==> src/rtl/mtr_drv_pkg.sv <==
// Shared constants and the speed-to-duty mapping for the dual H-bridge PWM driver.
package mtr_drv_pkg;

    localparam int PERIOD_BITS    = 11;
    localparam int NONOVERLAP_DFLT = 32;
    localparam int BLANK_DFLT      = 128;
    localparam int OVR_LIMIT_DFLT  = 4;

    localparam logic [PERIOD_BITS-1:0] CNT_MAX = '1;

    // Signed speed becomes offset-binary duty: drop the LSB, flip the sign bit.
    function automatic logic [PERIOD_BITS-1:0] spd_to_duty(input logic [PERIOD_BITS:0] spd);
        return {~spd[PERIOD_BITS], spd[PERIOD_BITS-1:1]};
    endfunction

endpackage

==> src/rtl/pwm11.sv <==
// One H-bridge channel: duty latched at period end, dead-time compare, registered gate drives.
module pwm11
    import mtr_drv_pkg::*;
#(
    parameter int NONOVERLAP = NONOVERLAP_DFLT
) (
    input  logic                   clk,
    input  logic                   rst_n,
    input  logic [PERIOD_BITS-1:0] cnt,
    input  logic [PERIOD_BITS:0]   spd,
    input  logic                   kill,
    output logic                   pwm1,
    output logic                   pwm2
);

    localparam int                 CMP_W    = PERIOD_BITS + 1;
    localparam logic [CMP_W-1:0]   NONOVR_W = CMP_W'(NONOVERLAP);

    logic [PERIOD_BITS-1:0] duty;
    logic [CMP_W-1:0]       cnt_w;
    logic [CMP_W-1:0]       pwm1_thr;
    logic                   pwm1_cmp;
    logic                   pwm2_cmp;

    // Threshold kept one bit wider so duty+dead time past the period end never matches.
    assign cnt_w    = {1'b0, cnt};
    assign pwm1_thr = {1'b0, duty} + NONOVR_W;
    assign pwm1_cmp = (cnt_w >= pwm1_thr);
    assign pwm2_cmp = (cnt_w >= NONOVR_W) && (cnt < duty);

    always_ff @(posedge clk or negedge rst_n) begin
        if (!rst_n) begin
            duty <= '0;
        end else if (cnt == CNT_MAX) begin
            duty <= spd_to_duty(spd);
        end
    end

    always_ff @(posedge clk or negedge rst_n) begin
        if (!rst_n) begin
            pwm1 <= 1'b0;
            pwm2 <= 1'b0;
        end else begin
            pwm1 <= pwm1_cmp & ~kill;
            pwm2 <= pwm2_cmp & ~kill;
        end
    end

endmodule

==> src/rtl/mtr_drv.sv <==
// Dual motor PWM driver: shared period counter, two bridge channels, over-current shutdown latch.
module mtr_drv
    import mtr_drv_pkg::*;
#(
    parameter int NONOVERLAP = NONOVERLAP_DFLT,
    parameter int BLANK      = BLANK_DFLT,
    parameter int OVR_LIMIT  = OVR_LIMIT_DFLT
) (
    input  logic                 clk,
    input  logic                 rst_n,
    input  logic [PERIOD_BITS:0] lft_spd,
    input  logic [PERIOD_BITS:0] rght_spd,
    input  logic                 OVR_I_lft,
    input  logic                 OVR_I_rght,
    input  logic                 clr_shtdwn,
    output logic                 PWM1_lft,
    output logic                 PWM2_lft,
    output logic                 PWM1_rght,
    output logic                 PWM2_rght,
    output logic                 PWM_synch,
    output logic                 ovr_i_shtdwn
);

    localparam int                     OVR_W     = $clog2(OVR_LIMIT + 1);
    localparam logic [OVR_W-1:0]       OVR_MAX   = OVR_W'(OVR_LIMIT);
    localparam logic [PERIOD_BITS-1:0] BLANK_END = PERIOD_BITS'(NONOVERLAP + BLANK);

    logic [PERIOD_BITS-1:0] cnt;
    logic [1:0]             sync_l;
    logic [1:0]             sync_r;
    logic                   ovr_evt;
    logic                   fault;
    logic                   fault_now;
    logic                   period_end;
    logic                   shtdwn_nxt;
    logic [OVR_W-1:0]       ovr_cnt;

    assign period_end = (cnt == CNT_MAX);

    always_ff @(posedge clk or negedge rst_n) begin
        if (!rst_n) begin
            cnt <= '0;
        end else begin
            cnt <= cnt + PERIOD_BITS'(1);
        end
    end

    always_ff @(posedge clk or negedge rst_n) begin
        if (!rst_n) begin
            sync_l <= '0;
            sync_r <= '0;
        end else begin
            sync_l <= {sync_l[0], OVR_I_lft};
            sync_r <= {sync_r[0], OVR_I_rght};
        end
    end

    assign ovr_evt = sync_l[1] | sync_r[1];

    // Events inside dead time plus blanking are switching transients, not real faults.
    assign fault_now = fault | (ovr_evt & (cnt >= BLANK_END));

    always_ff @(posedge clk or negedge rst_n) begin
        if (!rst_n) begin
            fault <= 1'b0;
        end else if (period_end) begin
            fault <= 1'b0;
        end else begin
            fault <= fault_now;
        end
    end

    always_ff @(posedge clk or negedge rst_n) begin
        if (!rst_n) begin
            ovr_cnt <= '0;
        end else if (clr_shtdwn) begin
            ovr_cnt <= '0;
        end else if (period_end) begin
            if (!fault_now) begin
                ovr_cnt <= '0;
            end else if (ovr_cnt != OVR_MAX) begin
                ovr_cnt <= ovr_cnt + OVR_W'(1);
            end
        end
    end

    // The next-state value gates the PWM registers so the drives drop on the same edge.
    assign shtdwn_nxt = ~clr_shtdwn & (ovr_i_shtdwn | (ovr_cnt == OVR_MAX));

    always_ff @(posedge clk or negedge rst_n) begin
        if (!rst_n) begin
            ovr_i_shtdwn <= 1'b0;
            PWM_synch    <= 1'b0;
        end else begin
            ovr_i_shtdwn <= shtdwn_nxt;
            PWM_synch    <= period_end;
        end
    end

    pwm11 #(.NONOVERLAP(NONOVERLAP)) u_pwm_lft (
        .clk   (clk),
        .rst_n (rst_n),
        .cnt   (cnt),
        .spd   (lft_spd),
        .kill  (shtdwn_nxt),
        .pwm1  (PWM1_lft),
        .pwm2  (PWM2_lft)
    );

    pwm11 #(.NONOVERLAP(NONOVERLAP)) u_pwm_rght (
        .clk   (clk),
        .rst_n (rst_n),
        .cnt   (cnt),
        .spd   (rght_spd),
        .kill  (shtdwn_nxt),
        .pwm1  (PWM1_rght),
        .pwm2  (PWM2_rght)
    );

endmodule
==> config.mk <==
export PLATFORM = sky130hd
export DESIGN_NAME = mtr_drv
export DESIGN_NICKNAME = d
export VERILOG_FILES = /design/src/rtl/mtr_drv_pkg.sv /design/src/rtl/pwm11.sv /design/src/rtl/mtr_drv.sv
export SDC_FILE = /design/constraint.sdc
export NUM_CORES = 1
export LEC_CHECK = 0
export ABC_AREA = 1
export CORE_MARGIN = 1.5
export CORE_UTILIZATION = 40
export CTS_BUF_LIST = sky130_fd_sc_hd__clkbuf_16
export CTS_CLUSTER_DIAMETER = 30
export CTS_CLUSTER_SIZE = 10
export DETAILED_ROUTE_END_ITERATION = 16
export SYNTH_ARGS = -nofsm -noshare
export SYNTH_HDL_FRONTEND = slang
export SYNTH_SLANG_ARGS = --single-unit
export TNS_END_PERCENT = 1
==> constraint.sdc <==
create_clock -name clk -period 5.08 [get_ports clk]
set_input_delay 1.016 -clock clk [delete_from_list [all_inputs] [get_ports clk]]
set_output_delay 1.016 -clock clk [all_outputs]
set_load 0.01 [all_outputs]
### Word level (Yosys, flattened, before mapping)

Cells that the tools add are included.

* word-level logic and storage cells: 49
* memories kept: 0
* bits in writable memories: 0
* memory bits (read-only): 0
* output and inout bits: 6
* bits in registers: 47
* input port bits: 29
* latch bits: 0

* shift-type cells: 0
* order comparisons: 6
* muxes and demuxes: 5
* reduce and logical (&&, ||, !) cells: 4
* add/subtract/negate cells: 4
* eq/ne operators: 4
* div/mod/pow operators: 0
* multipliers: 0
* bitwise logic cells: 13

Operators with widths (number)
* adder 11 x 6 -> 12 bit, second input constant: 2
* >= comparator 11 x 12 -> 1 bit: 2
* less-than comparator 11 bit: 2
* two-way mux 3 bit: 4
* adder 11 x 1 -> 11 bit, second input constant: 1
* == test 11 bit, second input constant: 1
* >= comparator 11 x 6 -> 1 bit, second input constant: 1
* >= comparator 11 x 8 -> 1 bit, second input constant: 1
* AND 1 bit: 6
* NOT 1 bit: 4
* adder 3 x 1 -> 3 bit, second input constant: 1
* == test 3 bit, second input constant: 1
* inequality test 3 x 2 -> 1 bit, second input constant: 1
* inequality test 3 bit, second input constant: 1
* bitwise OR 1 bit: 3
* logical AND 1 bit: 2
* AND reduction 2 bit: 1
* nonzero test 2 bit: 1
* two-way mux 1 bit: 1

### Depth between registers and ports, before layout

Gate-level depths: netlist of run 1.

* word-level depth: 6
* gate-level depth with buffers: 12
* mapped depth without buffers: 12

### Hierarchy

A second synthesis of run 1 with hierarchy kept.

* cell total of the unflattened synthesis: 397
* area, all modules: 3234.4 µm²

By module, submodules not included
* pwm11 (u_pwm_lft): instances 1, area an instance 1163.6 µm², sequential area each 325.3 µm², cells each 149
* pwm11 (u_pwm_rght): instances 1, area an instance 1123.6 µm², sequential area each 325.3 µm², cells each 160
* mtr_drv: instances 1, area an instance 947.2 µm², sequential area each 525.5 µm², cells each 88

### Least setup slack after synthesis of run 1

No wires, ideal clock.

* kind: register to register
* start: reg u_pwm_rght.duty[7]
* end: reg u_pwm_rght.pwm1
* arrival time: 1.740 ns
* period minus slack after synthesis: 1.817 ns
* setup time: 0.077 ns
* buffers on the path: 0
* required time: 5.003 ns
* cell stages (with the launch flop): 11
* path slack: 3.263 ns
* cell sequence: dfrtp_1 -> inv_1 -> nor3_1 -> nand3_1 -> xor2_1 -> inv_1 -> ha_1 -> nand3_1 -> nor3_1 -> nand2_1 -> a21oi_1

* word-level cells in the longest chain between the ends: 3

RTL lines
* from (decl): RTL line pwm11.sv:19 `logic [PERIOD_BITS-1:0] duty;`
* from (signal assigned): RTL line pwm11.sv:35 `duty <= spd_to_duty(spd);`
* adder 11 x 6 -> 12 bit: RTL line pwm11.sv:27 `assign pwm1_thr = {1'b0, duty} + NONOVR_W;`
* >= comparator 11 x 12 -> 1 bit: RTL line pwm11.sv:28 `assign pwm1_cmp = (cnt_w >= pwm1_thr);`
* AND 1 bit: RTL line pwm11.sv:44 `pwm1 <= pwm1_cmp & ~kill;`
* to (signal assigned): RTL line pwm11.sv:44
* to (decl): RTL line pwm11.sv:12 `output logic pwm1,`

Every way passes these cells.
A chain may end at the register's enable or synchronous reset.

### Worst setup path after layout of run 1

* start: reg ovr_i_shtdwn
* end: out ovr_i_shtdwn

RTL lines
* from (decl): RTL line mtr_drv.sv:21 `output logic ovr_i_shtdwn`
* from (signal assigned): RTL line mtr_drv.sv:95 `ovr_i_shtdwn <= shtdwn_nxt;`

No word-level cell between the ends.

==> impl_results.md, run 1 <==
- Arrival time at the worst endpoint: 1.16 ns
- Net Count, Synth: 398
- Max incr delay on CP: 0.53 ns
- Most common cell after layout, fill and taps aside: nand2_1
- Worst VDD drop: 140 uV
- Gr usage total: 15.8%
- Inserted Clock Buffers: 5
- Largest net degree at the start of global routing: 48
- Net Sw Frac: 21.7%
- CTS resizes: 0
- GPL Wtd Cong: 0.809
- Seq pwr share: 50.9%
- R2r setup slk: 2.98 ns
- Hold path depth: 0
- Starting density of the core: 42.1%
- Pint: 0.578 mW
- Worst Hold End: sync_l[1]
- Antenna Violating Nets Remaining: 0
- Vias in the first global route: 2206
- Fin. Hold Viols: 0
- Met2 Wirelength: 2600 um
- Synthesized instance count: 329
- Period Utilization, post-route: 42.8%
- Slowest-stage cell, CP: clkdlybuf4s50_1
- Core Area: 0.00694 mm2
- Period minus WS final: 2.18 ns
- Register area share after synthesis: 40.2%
- Compound-Gate Fraction of Synth Area: 11.3%
- Share of the synthesized area in the top cell type: 40.2%
- Clock tree sinks: 47
- Total gr overflow: 0
- Die width: 88.5 um
- Port bufs: 32
- Clock buffer depth: 2
- Setup Buffers After CTS: 0
- Hold Crit Class: reg2reg
- CP Launch Type: register
- Setup TNS: 0 ns
- Multiplexer share of the synthesized area: 0%
- Dpl hpwl: 4140 um
- First-pass GRT wire length: 9640 um
- Slew headroom: 29.6%
- Layout cell share with drive strength beyond 1: 9.32%
- M1 WL: 2610 um
- RSZ-0062 raised after global routing: false
- DR DRC count: 0
- Clk network pwr share: 45.3%
- Hold-fix buffers at CTS: 0
- Reg2reg end: u_pwm_rght.pwm1
- Routed wire length: 5390 um
- Crit path max-delay family: buffers and inverters
- Largest family of logic cells by synthesized area: simple AND/OR/NAND/NOR gates
- Initial antenna violation count: 0
- Library cells used by synthesis: 27
- Area delta synth->final: 18.3%
- Synth Area in XOR/XNOR: 4.79%
- Critical R2R Launch: u_pwm_rght.duty[7]
- PD cells: 214 mW/mm2
- Worst-Margin Slew: 1.06 ns
- Crit path from: ovr_i_shtdwn
- P_sw: 0.161 mW
- Yosys reg bits: 47
- Comb power frac: 3.8%
- Run status: complete, no violations
- Vias: 2177
- Clock slew at reported path FFs: 0.07 ns
- Overall power: 0.739 mW
- Mapped Area: 0.00292 mm2
- Max frequency: 460 MHz
- Final setup vio count: 0
- Leading area contributor after synthesis: dfrtp_1
- Area contributors post-synth: dfrtp_1 40%, ha_1 17%, nand2_1 9.0%, inv_1 6.2%, o21ai_2 5.1%
- CP Cell Sequence: clkdlybuf4s50_1
- Post-synthesis adder-cell area fraction: 17.1%
- Most frequent cells in the layout: 70 x nand2_1, 48 x inv_1, 47 x dfrtp_1
- Num rows: 30
- Number of buffers and inverters on the critical path: 1
- IO Count: 35
- CTS tree: built
- Diodes inserted: 0
- First-pass iteration count of the detailed router: 4
- Simple-gate area share of the yosys netlist: 18.2%
- DRT iter0 DRCs: 85
- Crit-path max FO: 2
- Lkg Pwr: 1.76 nW
- Final net count: 433
- H-tree depth: 2
- Routed len/inst: 11.7 um
- Max-cap viol count: 0
- Root buf cell: clkbuf_16
- WS Path Type: reg2out
- DR vias/cell: 4.72
- WP data required: 4.06 ns
- Crit end category: primary output
- Reg2reg path depth: 10
- Max Used Layer: met4
- Average size of a mapped cell: 8.89 um2
- Worst skew pair latency: 0.29 ns
- Hold path start: sync_l[0]
- Slew Limit Fails: 0
- Metal3 WL: 135 um
- Die Span Y: 88.5 um
- Die footprint: 0.00783 mm2
- Yosys warnings: 0
- Setup Skew: 0.00502 ns
[registers in the layout, indices dropped and copies added, names as in the netlist]
register	cells
u_pwm_lft.pwm2	1
sync_l	2
fault	1
u_pwm_lft.pwm1	1
cnt	11
u_pwm_rght.duty	11
u_pwm_lft.duty	11
sync_r	2
u_pwm_rght.pwm1	1
ovr_cnt	3
u_pwm_rght.pwm2	1
PWM_synch	1
ovr_i_shtdwn	1
[power by group through the flow]
stage	Sequential, mW	Combinational (mW)	Clock [mW]
4_1_cts	0.376	0.0290	0.341
5_1_grt	0.376	0.0315	0.359
3_3_place_gp	0.383	0.0287	0
2_1_floorplan	0.383	0.00130	0
6_report	0.376	0.0279	0.335
3_5_place_dp	0.383	0.0290	0
[cells in the mapped netlist]
master	number
dfrtp_1	47
or2_2	1
o21ai_2	17
nand3_4	1
inv_1	48
o31ai_1	1
nor2_1	16
nand2_1	70
o21bai_1	1
nor4_1	1
xor2_1	12
ha_1	40
nand2_2	1
nor3_4	1
clkinv_4	1
xnor2_1	4
a21oi_1	20
nor3_1	4
a21o_1	1
o21ai_0	10
buf_8	1
nor3_2	1
o21a_1	1
nand3_1	18
nand4_1	6
buf_6	3
inv_2	2
[cells by family after synthesis]
| logic type | count (synthesis) |
|---|---|
| AO/OA/AOI/OAI | 51 |
| XOR/XNOR | 16 |
| adder cells (fa/ha/maj) | 40 |
| buffers and inverters | 55 |
| flip-flops | 47 |
| AND/OR/NAND/NOR | 120 |
[per-stage QoR]
| step | std cells | util [%] | area [um2] | hold WS [ns] | setup WS (ns) |
|---|---|---|---|---|---|
| 3_3_place_gp | 453 | 47.7 | 3310 | 0.333 | 2.84 |
| 4_1_cts | 461 | 49.8 | 3460 | 0.350 | 2.89 |
| 6_report | 461 | 49.8 | 3460 | 0.349 | 2.90 |
| 3_5_place_dp | 453 | 47.7 | 3310 | 0.335 | 2.82 |
| 2_1_floorplan | 329 | - | 2920 | 0.331 | 3.26 |
| 5_1_grt | 461 | 49.8 | 3460 | 0.362 | 2.85 |
[area by class of cell]
cell class / instances / area, um2
fill: 683 / 3490
multi-input combinational: 227 / 1500
sequential: 47 / 1180
timing repair buffer: 32 / 315
inverter: 51 / 196
clock buffer: 5 / 125
tap: 96 / 120
clock inverter: 3 / 22.5
[layer usage]
layer / track usage, % / vias to the layer above
li1: - / 1146
met1: 19.9 / 1004
met2: 27.8 / 22
met3: 3.45 / 5
met4: 3.69 / 0
met5: 0 / -
[worst max path at each step]
| stage | end | slack (ns) | cells past startpoint |
|---|---|---|---|
| after floorplan | u_pwm_rght.pwm1 | 3.26 | 10 |
| after global placement | u_pwm_lft.pwm2 | 2.84 | 7 |
| after detailed placement | u_pwm_lft.pwm2 | 2.82 | 7 |
| after CTS | ovr_i_shtdwn | 2.89 | 1 |
| after global routing | u_pwm_rght.pwm1 | 2.85 | 10 |
| final | ovr_i_shtdwn | 2.90 | 1 |
(Power assumes the default switching activity.)
==> inputs of run 2 (changes only) <==
==> constraint.sdc (replaced) <==
create_clock -name clk -period 2.1 [get_ports clk]
set_input_delay 0.42 -clock clk [delete_from_list [all_inputs] [get_ports clk]]
set_output_delay 0.42 -clock clk [all_outputs]
set_load 0.01 [all_outputs]
==> run 2 against run 1 <==
- clock skew rose by 0.0030 ns
- critical endpoint is now u_pwm_rght.pwm1
- via count increased by 0.23%
- final cell count grew 0.65%
- critical path depth grew 9
- sequential power increased by 140%
- sequential cell count is the same
- wire length is 1.7% higher
- design area increased by 0.72%
- largest power group unchanged
- non-clock buffer count grew 3
- utilization is 0.36 points higher
- global-route usage increased by 0.39 points
- count of clock-buffer cells in the layout stayed put
==> impl_results.md, run 2 (same netlist as run 1, synthesis figures left out) <==
- Max-cap viol count: 0 (unchanged)
- Root buf cell: clkbuf_16
- Pint: 1.39 mW (+140%)
- RSZ-0062 raised after global routing: false
- Most frequent cells in the layout: 70 x nand2_1, 48 x inv_1, 47 x dfrtp_1
- Layout cell share with drive strength beyond 1: 10.1% (+0.74 points)
- Core Area: 0.00694 mm2 (unchanged)
- H-tree depth: 2 (unchanged)
- Clk network pwr share: 44.5% (-0.8 points)
- Hold Crit Class: in2async
- First-pass GRT wire length: 9740 um (+1.1%)
- Multi-input logic area: 0.00151 mm2 (+0.33%)
- Setup Skew: 0.00800 ns (+0.00298 ns)
- Period Utilization, post-route: 91.6%
- Die Span Y: 88.5 um (unchanged)
- Die width: 88.5 um (unchanged)
- R2r setup slk: 0.18 ns (-2.80 ns)
- Slew headroom: 60.4% (+31 points)
- Vias: 2182 (+0.23%)
- GPL Wtd Cong: 0.849 (+5.0%)
- Max frequency: 520 MHz
- Seq pwr share: 51.6% (+0.7 points)
- First-pass iteration count of the detailed router: 4 (unchanged)
- Placed Area: 0.00333 mm2 (+0.68%)
- Initial antenna violation count: 0 (unchanged)
- Net Sw Frac: 21.0% (-0.72 points)
- WS Path Type: reg2reg
- Fillers: 668 (-2.2%)
- DRT iter0 DRCs: 74 (-13%)
- Run status: complete, no violations
- Diodes inserted: 0 (unchanged)
- Clock tree sinks: 47 (unchanged)
- Inserted Clock Buffers: 5 (unchanged)
- CP Launch Type: register
- Final setup vio count: 0 (unchanged)
- Period minus WS final: 1.92 ns
- Clock slew at reported path FFs: 0.06 ns (about the same)
- Routed wire length: 5480 um (+1.7%)
- CTS tree: built
- Starting density of the core: 42.1% (unchanged)
- Comb power frac: 3.9% (about the same)
- Dpl hpwl: 4100 um (-0.85%)
- Worst skew pair latency: 0.29 ns (about the same)
- Lkg Pwr: 1.77 nW (+0.47%)
- Port bufs: 32 (unchanged)
- Routed len/inst: 11.8 um (+1.0%)
- Top flop regs: cnt x11, u_pwm_lft.duty x11, u_pwm_rght.duty x11
- Gr usage total: 16.2% (+0.39 points)
- Num rows: 30 (unchanged)
- P_sw: 0.370 mW (+130%)
- Area delta synth->final: 19.1%
- Placed cells: 456 (+0.66%)
- Layout Cells excl Fill: 464 (+0.65%)
- IO Count: 35 (unchanged)
- Vias in the first global route: 2219 (+0.59%)
- Crit-path max FO: 4 (+2)
- Design Area, Final: 0.00348 mm2 (+0.72%)
- FF/Latch Area: 0.00118 mm2 (unchanged)
- Total gr overflow: 0 (unchanged)
- DR DRC count: 0 (unchanged)
- Crit end category: register
- Final net count: 436 (+0.69%)
- Setup TNS: 0 ns (unchanged)
- Fin. Hold Viols: 0 (unchanged)
- Antenna Violating Nets Remaining: 0 (unchanged)
- Worst-Margin Slew: 0.594 ns (-0.463 ns)
- PD cells: 506 mW/mm2 (+140%)
- Die footprint: 0.00783 mm2 (unchanged)
- DR vias/cell: 4.70 (-0.42%)
- Largest net degree at the start of global routing: 48 (unchanged)
- WP data required: 2.31 ns (-1.75 ns)
- Setup Buffers After CTS: 0 (unchanged)
- Clock buffer depth: 2 (unchanged)
- Arrival time at the worst endpoint: 2.13 ns (+0.97 ns)
- Slew Limit Fails: 0 (unchanged)
- Worst VDD drop: 418 uV (+200%)
- Most common cell after layout, fill and taps aside: nand2_1
[run 2: area by class of cell]
cell class	count	share of cell area, %
repair buffers	35	9.70
clock buffers	5	3.59
clock inverters	3	0.575
multi-input cells	227	43.3
flip-flops and latches	47	33.8
well taps	96	3.45
inverters	51	5.64
[run 2: critical path, cell delays in order, from the launching register on]
cell     delay, ns
dfrtp_1       0.40
inv_1         0.11
nor3_2        0.24
nand3_1       0.11
xor2_1        0.14
inv_1         0.05
ha_1          0.29
nand3_1       0.10
nor3_1        0.19
nand2_1       0.07
a21oi_1       0.14
[run 2: per-stage QoR]
stage	hold slack, ns	power [mW]	utilization, %	setup slack (ns)
after floorplan	0.124	0.930	-	0.283
after global placement	0.332	0.997	48.0	0.135
after detailed placement	0.336	0.998	48.0	0.0947
after CTS	0.254	1.79	50.1	0.0644
after global routing	0.296	1.84	50.2	0.0137
final	0.220	1.76	50.2	0.177
[run 2: final timing paths]
| path | from | endpoint | cells after the start |
|---|---|---|---|
| min in group clk | sync_l[0] | sync_l[1] | 0 |
| min | rst_n | u_pwm_rght.duty[8] | 2 |
| max | u_pwm_rght.duty[7] | u_pwm_rght.pwm1 | 10 |
| max reg2reg | u_pwm_rght.duty[7] | u_pwm_rght.pwm1 | 10 |
| max in group asynchronous | rst_n | u_pwm_rght.duty[7] | 2 |
| min reg2reg | sync_l[0] | sync_l[1] | 0 |
[run 2: per-layer routing]
layer  track usage, %  part of all wire, %  vias up
li1                 -                    -     1145
met1             19.8                   47      993
met2             27.9                   47       33
met3             3.92                  3.9       11
met4             5.68                  2.2        0
met5                0                    0        -
[run 2: what timing repair did]
| action | CTS | global route |
|---|---|---|
| gates resized for setup | 0 | 1 |
| setup endpoints to repair | 0 | 1 |
| hold buffers | 0 | 0 |
[run 2: power groups by stage]
stage               Sequential, mW  Combinational (mW)  Clock [mW]
finish                       0.910              0.0685       0.783
global route                 0.909              0.0778       0.851
CTS                          0.909              0.0714       0.807
detailed placement           0.927              0.0715           0
global placement             0.927              0.0707           0
floorplan                    0.927             0.00314           0
==> inputs of run 3 (changes only) <==
==> constraint.sdc (replaced) <==
create_clock -name clk -period 2.1 [get_ports clk]
set_input_delay 0.42 -clock clk [delete_from_list [all_inputs] [get_ports clk]]
set_output_delay 0.42 -clock clk [all_outputs]
set_load 0.005 [all_outputs]
==> results of run 3 <==
Final layout, timing and power as in run 2 (identical DEF).
